--- src/rtl/cache_pkg.sv ---
// Shared types and helpers for the cache miss/fill sequencer.
package cache_pkg;

    localparam int BLOCK_WORDS = 8;
    localparam int OFFSET_BITS = $clog2(BLOCK_WORDS);

    typedef enum logic [1:0] {
        IDLE,
        FILL,
        STORE,
        DONE
    } fsm_state_t;

    // Clears the word offset and the byte-in-word bit so the block base is aligned.
    function automatic logic [31:0] block_base(input logic [31:0] addr, input int offset_bits);
        return addr & ~((32'd1 << (offset_bits + 1)) - 32'd1);
    endfunction

endpackage

--- src/rtl/cache_fill_ctrl_fill_lat_pipe.sv ---
// Delay line matching the memory read latency: carries {valid, word index} of each issued read.
// LAT=0 is a combinational pass-through; otherwise LAT registered stages, flushed by rst.
module fill_lat_pipe #(
    parameter int LAT = 0,
    parameter int IW  = 3
) (
    input  logic          clk,
    input  logic          rst,
    input  logic          issue_vld,
    input  logic [IW-1:0] issue_idx,
    output logic          ret_vld,
    output logic [IW-1:0] ret_idx
);

    generate
        if (LAT == 0) begin : g_bypass
            logic pipe_unused;
            assign pipe_unused = clk ^ rst;
            assign ret_vld     = issue_vld;
            assign ret_idx     = issue_idx;
        end else begin : g_stages
            logic [LAT-1:0] vld_q;
            logic [IW-1:0]  idx_q [LAT];

            always_ff @(posedge clk) begin
                if (rst) begin
                    for (int s = 0; s < LAT; s++) begin
                        vld_q[s] <= 1'b0;
                        idx_q[s] <= '0;
                    end
                end else begin
                    vld_q[0] <= issue_vld;
                    idx_q[0] <= issue_idx;
                    for (int s = 1; s < LAT; s++) begin
                        vld_q[s] <= vld_q[s-1];
                        idx_q[s] <= idx_q[s-1];
                    end
                end
            end

            assign ret_vld = vld_q[LAT-1];
            assign ret_idx = idx_q[LAT-1];
        end
    endgenerate

endmodule

--- src/rtl/cache_fill_ctrl.sv ---
// Miss/fill sequencer: streams a cache block from memory one read per cycle, plus write-through stores.
// Optional CACHE_CRITICAL_WORD_FIRST_EN starts the fill at the missed word and wraps within the block.
module cache_fill_ctrl #(
    parameter int ADDR_WIDTH  = 16,
    parameter int BLOCK_WORDS = cache_pkg::BLOCK_WORDS,
    parameter int MEM_LAT     = 0
) (
    input  logic                           clk,
    input  logic                           rst,
    input  logic                           miss_req,
    input  logic [ADDR_WIDTH-1:0]          miss_addr,
    input  logic                           store_req,
    input  logic [ADDR_WIDTH-1:0]          store_addr,
    input  logic [15:0]                    store_data,
    output logic                           busy,
    output logic                           fill_we,
    output logic [$clog2(BLOCK_WORDS)-1:0] fill_word_idx,
    output logic [15:0]                    fill_data,
    output logic                           fill_done,
    output logic                           store_done,
    output logic [ADDR_WIDTH-1:0]          mem_addr,
    output logic                           mem_en,
    output logic                           mem_wr,
    output logic [15:0]                    mem_wdata,
    input  logic [15:0]                    mem_rdata
);

    import cache_pkg::*;

    localparam int OFF_W    = $clog2(BLOCK_WORDS);
    localparam int FILL_CYC = BLOCK_WORDS + MEM_LAT;
    localparam int CW       = $clog2(FILL_CYC + 1);

    fsm_state_t             state;
    fsm_state_t             state_nxt;
    logic [CW-1:0]          cnt;
    logic [ADDR_WIDTH-1:0]  base;
    logic [OFF_W-1:0]       start;
    logic [OFF_W-1:0]       first_idx;
    logic [OFF_W-1:0]       issue_idx;
    logic                   issue;
    logic                   ret_vld;
    logic [OFF_W-1:0]       ret_idx;
    logic                   store_addr_unused;

    assign store_addr_unused = store_addr[0];

`ifdef CACHE_CRITICAL_WORD_FIRST_EN
    assign first_idx = miss_addr[OFF_W:1];
`else
    assign first_idx = '0;
`endif

    always_ff @(posedge clk) begin
        if (rst) begin
            state <= IDLE;
        end else begin
            state <= state_nxt;
        end
    end

    always_comb begin
        state_nxt = state;
        case (state)
            IDLE: begin
                if (miss_req) begin
                    state_nxt = FILL;
                end else if (store_req) begin
                    state_nxt = STORE;
                end
            end
            FILL:    if (cnt == CW'(FILL_CYC - 1)) state_nxt = DONE;
            STORE:   state_nxt = IDLE;
            DONE:    state_nxt = IDLE;
            default: state_nxt = IDLE;
        endcase
    end

    // Address and start offset are captured only on acceptance; the requester may change them afterwards.
    always_ff @(posedge clk) begin
        if (rst) begin
            cnt   <= '0;
            base  <= '0;
            start <= '0;
        end else if (state == IDLE) begin
            cnt <= '0;
            if (miss_req) begin
                base  <= ADDR_WIDTH'(block_base(32'(miss_addr), OFF_W));
                start <= first_idx;
            end
        end else if (state == FILL) begin
            cnt <= cnt + CW'(1);
        end
    end

    assign issue     = (state == FILL) && (cnt < CW'(BLOCK_WORDS));
    assign issue_idx = start + cnt[OFF_W-1:0];

    fill_lat_pipe #(
        .LAT (MEM_LAT),
        .IW  (OFF_W)
    ) u_lat_pipe (
        .clk       (clk),
        .rst       (rst),
        .issue_vld (issue),
        .issue_idx (issue_idx),
        .ret_vld   (ret_vld),
        .ret_idx   (ret_idx)
    );

    always_comb begin
        busy          = (state != IDLE);
        fill_we       = 1'b0;
        fill_word_idx = '0;
        fill_data     = '0;
        fill_done     = 1'b0;
        store_done    = 1'b0;
        mem_addr      = '0;
        mem_en        = 1'b0;
        mem_wr        = 1'b0;
        mem_wdata     = '0;
        case (state)
            FILL: begin
                if (issue) begin
                    mem_en   = 1'b1;
                    mem_addr = base | ADDR_WIDTH'({issue_idx, 1'b0});
                end
                if (ret_vld) begin
                    fill_we       = 1'b1;
                    fill_word_idx = ret_idx;
                    fill_data     = mem_rdata;
                end
            end
            STORE: begin
                mem_en     = 1'b1;
                mem_wr     = 1'b1;
                mem_addr   = {store_addr[ADDR_WIDTH-1:1], 1'b0};
                mem_wdata  = store_data;
                store_done = 1'b1;
            end
            DONE:    fill_done = 1'b1;
            default: ;
        endcase
    end

endmodule

--- config.mk ---
export PLATFORM = sky130hd
export DESIGN_NAME = cache_fill_ctrl
export DESIGN_NICKNAME = d
export VERILOG_FILES = /design/src/rtl/cache_pkg.sv /design/src/rtl/cache_fill_ctrl_fill_lat_pipe.sv /design/src/rtl/cache_fill_ctrl.sv
export SDC_FILE = /design/constraint.sdc
export NUM_CORES = 1
export LEC_CHECK = 0
export BUFFER_PORTS_ARGS = -buffer_cell sky130_fd_sc_hd__buf_4
export CAP_MARGIN = 10
export CORE_ASPECT_RATIO = 1.4
export CORE_MARGIN = 2
export CORE_UTILIZATION = 34
export CTS_BUF_LIST = sky130_fd_sc_hd__clkbuf_4
export CTS_CLUSTER_SIZE = 14
export DETAILED_ROUTE_END_ITERATION = 16
export GPL_TIMING_DRIVEN = 0
export PLACE_DENSITY = 0.88
export SLEW_MARGIN = 15
export SYNTH_ARGS = -nofsm -noshare
export SYNTH_HDL_FRONTEND = slang
export SYNTH_SLANG_ARGS = --single-unit
--- constraint.sdc ---
create_clock -name clk -period 1.7 [get_ports clk]
set_input_delay 0.34 -clock clk [delete_from_list [all_inputs] [get_ports clk]]
set_output_delay 0.34 -clock clk [all_outputs]
set_load 0.005 [all_outputs]
# After elaboration in Yosys (flattened, before gate mapping)

Index checks and enable logic that the tools add are counted.

Magnitude comparators: 1
$add $sub $neg: 1
Multiplexer cells: 16
Reduce and logical (&&, ||, !) cells: 7
Eq/ne operators: 6
Bitwise operators: 1

Operators with widths:

| kind                                                                  | number |
|---|---|
| 16-bit two-way mux                                                    | 4 |
| 16-bit case mux with 2 select lines                                   | 1 |
| 16-bit by 4-bit bitwise OR with 16-bit output                         | 1 |
| 2-bit two-way mux                                                     | 3 |
| 3-bit two-way mux                                                     | 2 |
| 2-bit case mux with 3 select lines                                    | 1 |
| 4-bit by 1-bit adder with 4-bit output, second input constant         | 1 |
| 2-bit equality test, second input constant                            | 2 |
| 4-bit by 3-bit equality test with 1-bit output, second input constant | 1 |
| 4-bit less-than comparator, second input constant                     | 1 |
| 1-bit two-way mux                                                     | 4 |
| 2-bit AND reduction                                                   | 2 |
| 2-bit OR reduction                                                    | 2 |
| 3-bit != test, second input constant                                  | 1 |
| 2-bit by 1-bit equality test with 1-bit output, second input constant | 1 |
| 2-bit zero test                                                       | 1 |
| 2-bit != test, second input constant                                  | 1 |
| 1-bit case mux with 2 select lines                                    | 1 |
| 2-bit nonzero test                                                    | 1 |
| 1-bit logical AND                                                     | 1 |

Logic and storage cells: 35
Output and inout bits: 57
Input bits: 68
Register bits after elaboration: 18

# Logic depth before layout (Yosys ltp)

Depth after elaboration: 4
Mapped depth: 8
Mapped depth without buffers: 5

# By module

Synthesis repeated with hierarchy kept, for this count alone.

Cells, all modules: 177
Area total of the unflattened synthesis: 1,346.3 um^2

By module, submodules not included:

| module          | seq. area each (um^2) | cells an instance | area each (um^2) | times used |
|---|---|---|---|---|
| cache_fill_ctrl | 360.3                 | 173               | 1,316.3          | 1 |
| fill_lat_pipe   | 0.0                   | 4                 | 30.0             | 1 |

# Worst setup path after synthesis

No wires, ideal clock.

Kind: flip-flop to output port
From: register state[1]
To: output mem_addr[10]
Path slack: 0.022 ns
Required time: 1.360 ns
Arrival time: 1.338 ns
Path buffers: 3
Stages on the path, launching flop included: 9
Cell sequence: dfxtp_1 > inv_1 > ha_1 > buf_6 > and2b_1 > buf_6 > buf_8 > a22oi_1 > nor2b_1

Longest elaborated chain between the ends: 4
Elaborated cells between the ends (all ways): 5
Classes of those cells: eq/ne (2); mux (2); reduce/logical (1)

Ends and longest elaborated chain:

| element                                        | RTL line                                      | text |
|---|---|---|
| start, declared                                | cache_fill_ctrl.sv:34                         | `fsm_state_t state;` |
| start signal, assigned                         | cache_fill_ctrl.sv:58                         | `state <= state_nxt;` |
| 2-bit by 1-bit equality test with 1-bit output | cache_fill_ctrl.sv:96, cache_fill_ctrl.sv:122 |  |
| 1-bit logical AND                              | cache_fill_ctrl.sv:96                         | `assign issue = (state == FILL) && (cnt < CW'(BLOCK_WORDS));` |
| 16-bit two-way mux                             | cache_fill_ctrl.sv:124                        | `if (issue) begin` |
| 16-bit case mux with 2 select lines (*)        | cache_fill_ctrl.sv:122                        | `case (state)` |
| end, declared                                  | cache_fill_ctrl.sv:21                         | `output logic [ADDR_WIDTH-1:0] mem_addr,` |

Mark *: on every way between the ends. The rest lies on a longest branch, timed or not.

# Worst setup path in the final report

From: register state[0]
To: output mem_addr[14]

Same word-level chain as after synthesis.

==> impl_metrics.tcl <==
set metrics [dict create \
    synth_top_family_by_area "simple AND/OR/NAND/NOR gates" \
    cts_num_sinks 18 \
    combPwrFrac_pct 61.8 \
    grt_pass1_wl_microns 7400 \
    placed_cells 331 \
    synthCells 171 \
    synth_adder_area_share_pct 4.78 \
    crit_start "state[0]" \
    antenna_found_initial 0 \
    syn_avg_cell_area_sq_um 7.66 \
    clk_path_buf_depth 2 \
    p_clk_share_pct 11.6 \
    power_density_nw_per_um2 713 \
    synth_simple_gate_area_share_pct 37.8 \
    min_period_ps 2060 \
    power_leakage_uw 0.00125 \
    ys_warn_count 0 \
    dp_hpwl_microns 3550 \
    cts-root-buf "clkbuf_4" \
    power_switching_uw 654 \
    drt_iter0_drc 65 \
    synth_commonest_cells "36 x and2_1, 26 x nand2_1, 18 x dfxtp_1, 16 x nor2b_1, 15 x a22oi_1" \
    seqPwrFrac_pct 26.6 \
    yosysSeqAreaShare_pct 27.5 \
    drive_above_1_share_pct 58.8 \
    drc 0 \
    nets 381 \
    die_h_microns 77.4 \
    slowest_delay_ps 390 \
    wl_microns 5850 \
    antenna_cells 0 \
    setup_slack_ps -360 \
    cp_max_fo 8 \
    cts_tree "built" \
    floorplan.core_area_sq_um 3680 \
    cap_violations 0 \
    final_cell_count_no_fill 348 \
    final_area_sq_um 2640 \
    multi_input_area_sq_um 948 \
    ir_drop_uv 508 \
    grt_max_degree 11 \
    muxShareOfSynthArea_pct 1.53 \
    r2r-start "state[1]" \
    clk_latency_ps 300 \
    grtUsageTotal_pct 20.9 \
    post-route-period-util_pct 121 \
    die_area_sq_um 4370 \
    p_int_uw 1230 \
    synth_top_area_share_pct 27.5 \
    violations "setup timing" \
    finalHoldViolations 0 \
    drt-pass1-iter-count 4 \
    async_flop_share_pct 0 \
    synth-compound-area-share_pct 16.6 \
    port_buffers 118 \
    syn_area_sq_um 1310 \
    clock_skew_ps 8.45 \
    ctsHoldBuffers 0 \
    fillers 247 \
    cp_cell_sequence "ha_4, and2b_1, buf_6, clkbuf_16, a22oi_2, nor2b_1, buf_4" \
    path_clk_slew_ps 110 \
    syn_nets 244 \
    critical-path-top-delay-family "buffers and inverters" \
    critPathRequiredTime_ps 1360 \
    ys_types 30 \
    cp-start-kind "register" \
    row_count 26 \
    synthMostInstantiatedCell "and2_1" \
    hold_slack_ps 272 \
    swShare_pct 34.7 \
    cts_inserted_buffers 3 \
    ant_nets 0 \
    status "finished with violations" \
    crit_path_end_kind "primary output" \
    worstHoldPathType "input port to register" \
    ff_latch_area_sq_um 365 \
    grt_pass1_vias 1641 \
    arrival_ps 1720 \
    synth_xor_area_share_pct 2.01 \
    die_x_microns 56.5 \
    synthTopCellsByArea "dfxtp_1 28%, and2_1 17%, a22oi_1 8.6%, nor2b_1 7.6%, nand2_1 7.4%" \
    crit_slowest_cell "dfxtp_4" \
    via_count 1834 \
    setup_tns_ps -11160 \
    globalRoute.totalOverflow 0 \
    wl_per_cell_microns 16.8 \
    total_power_uw 1880 \
    placed_cell_area_sq_um 2250 \
    synth-main-ff-cell "dfxtp_1" \
    boundaryPins 125 \
    yosysTopAreaCell "dfxtp_1" \
    synth.ff_latch_count 18 \
    cp_num_buf_inv 3 \
    path_class "register to primary output" \
    htreeDepth 1 \
    holdCritStartpoint "miss_addr[4]" \
    gp_congestion 0.784 \
    synth_edf_count 0 \
    rsz0062_at_grt "true" \
    drv_slew 0 \
    maxClockFrequency_mhz 485 \
    setup_viol 53 \
    start_util_pct 35.6 \
    vias_per_cell 5.27 \
    area_delta_synth_final_pct 102 \
]
## area by class of cell
| cell class | count | share of cell area, % |
|---|---|---|
| multi-input combinational | 133 | 35.9 |
| tap | 42 | 1.99 |
| clock buffer | 3 | 0.853 |
| timing repair buffer | 134 | 41.0 |
| sequential | 18 | 13.8 |
| buffer | 14 | 5.73 |
| inverter | 4 | 0.664 |
## final timing paths
path             endpoint  slack, ps  depth (start not counted)
min               base[4]        270                          3
max          mem_addr[14]       -360                          7
max reg2reg      base[12]         90                          8
min reg2reg      base[11]        470                          2
## power groups by stage
stage               registers (uW)  logic [uW]  clock network (uW)
floorplan                      490         427                   0
global placement               496         791                   0
detailed placement             498         803                   0
CTS                            495         949                 210
global route                   504        1240                 224
finish                         500        1160                 219
## cells in the final DEF, fill, tap and decap left out, types with 2 or more instances in the layout
cell type | synthesis | final
buf_4 | 2 | 122
clkbuf_8 | 0 | 2
inv_2 | 0 | 2
mux2i_1 | 2 | 2
dfxtp_1 | 18 | 16
buf_12 | 0 | 2
and2_4 | 0 | 8
nor2b_1 | 16 | 16
nand2_1 | 26 | 26
ha_1 | 5 | 2
nor4_1 | 2 | 2
and2_1 | 36 | 28
buf_2 | 5 | 4
a22oi_1 | 15 | 2
buf_8 | 1 | 2
clkbuf_4 | 0 | 3
clkbuf_16 | 0 | 2
xor2_1 | 2 | 2
nor3_1 | 4 | 4
ha_4 | 0 | 3
a22oi_2 | 0 | 13
a21oi_1 | 13 | 13
buf_6 | 3 | 13
## worst min-delay path: stages
cell and delay (ps):
buf_4 110, nand2_1 40, a21oi_1 50
## per-stage QoR
| step | util (%) | setup WS, ps |
|---|---|---|
| final | 71.8 | -360 |
| after global routing | 71.8 | -401 |
| after CTS | 67.5 | -342 |
| after detailed placement | 61.2 | -239 |
| after global placement | 61.2 | -217 |
| after floorplan | - | 22.2 |
## state kept, by name (all words and copies together) (netlist names)
name	count
cnt	4
state	2
base	12
## routing by layer
layer | up-vias | part of all wire (%) | global-route usage (%)
met4 | 0 | 4.7 | 10.0
met1 | 849 | 34 | 22.0
met3 | 27 | 7.0 | 3.17
met2 | 119 | 54 | 39.3
li1 | 839 | - | -
met5 | - | 0 | 0
## cell families after synthesis
logic type | Yosys count
and+or+nand+nor | 90
buffers and inverters | 20
xor gates and xnor gates | 3
adders and majority gates | 5
DFF | 18
other | 1
muxes | 2
AOI/OAI and AO/OA | 32
## repair_timing
action | CTS | global route
setup endpoints to repair | 54 | 53
cloned | 3 | 2
gates resized for setup | 45 | 20
setup buffers | 4 | 7
hold endpoints to repair | 0 | 0
pin swaps | 2 | 10
Power figures use the tool's default switching activity.
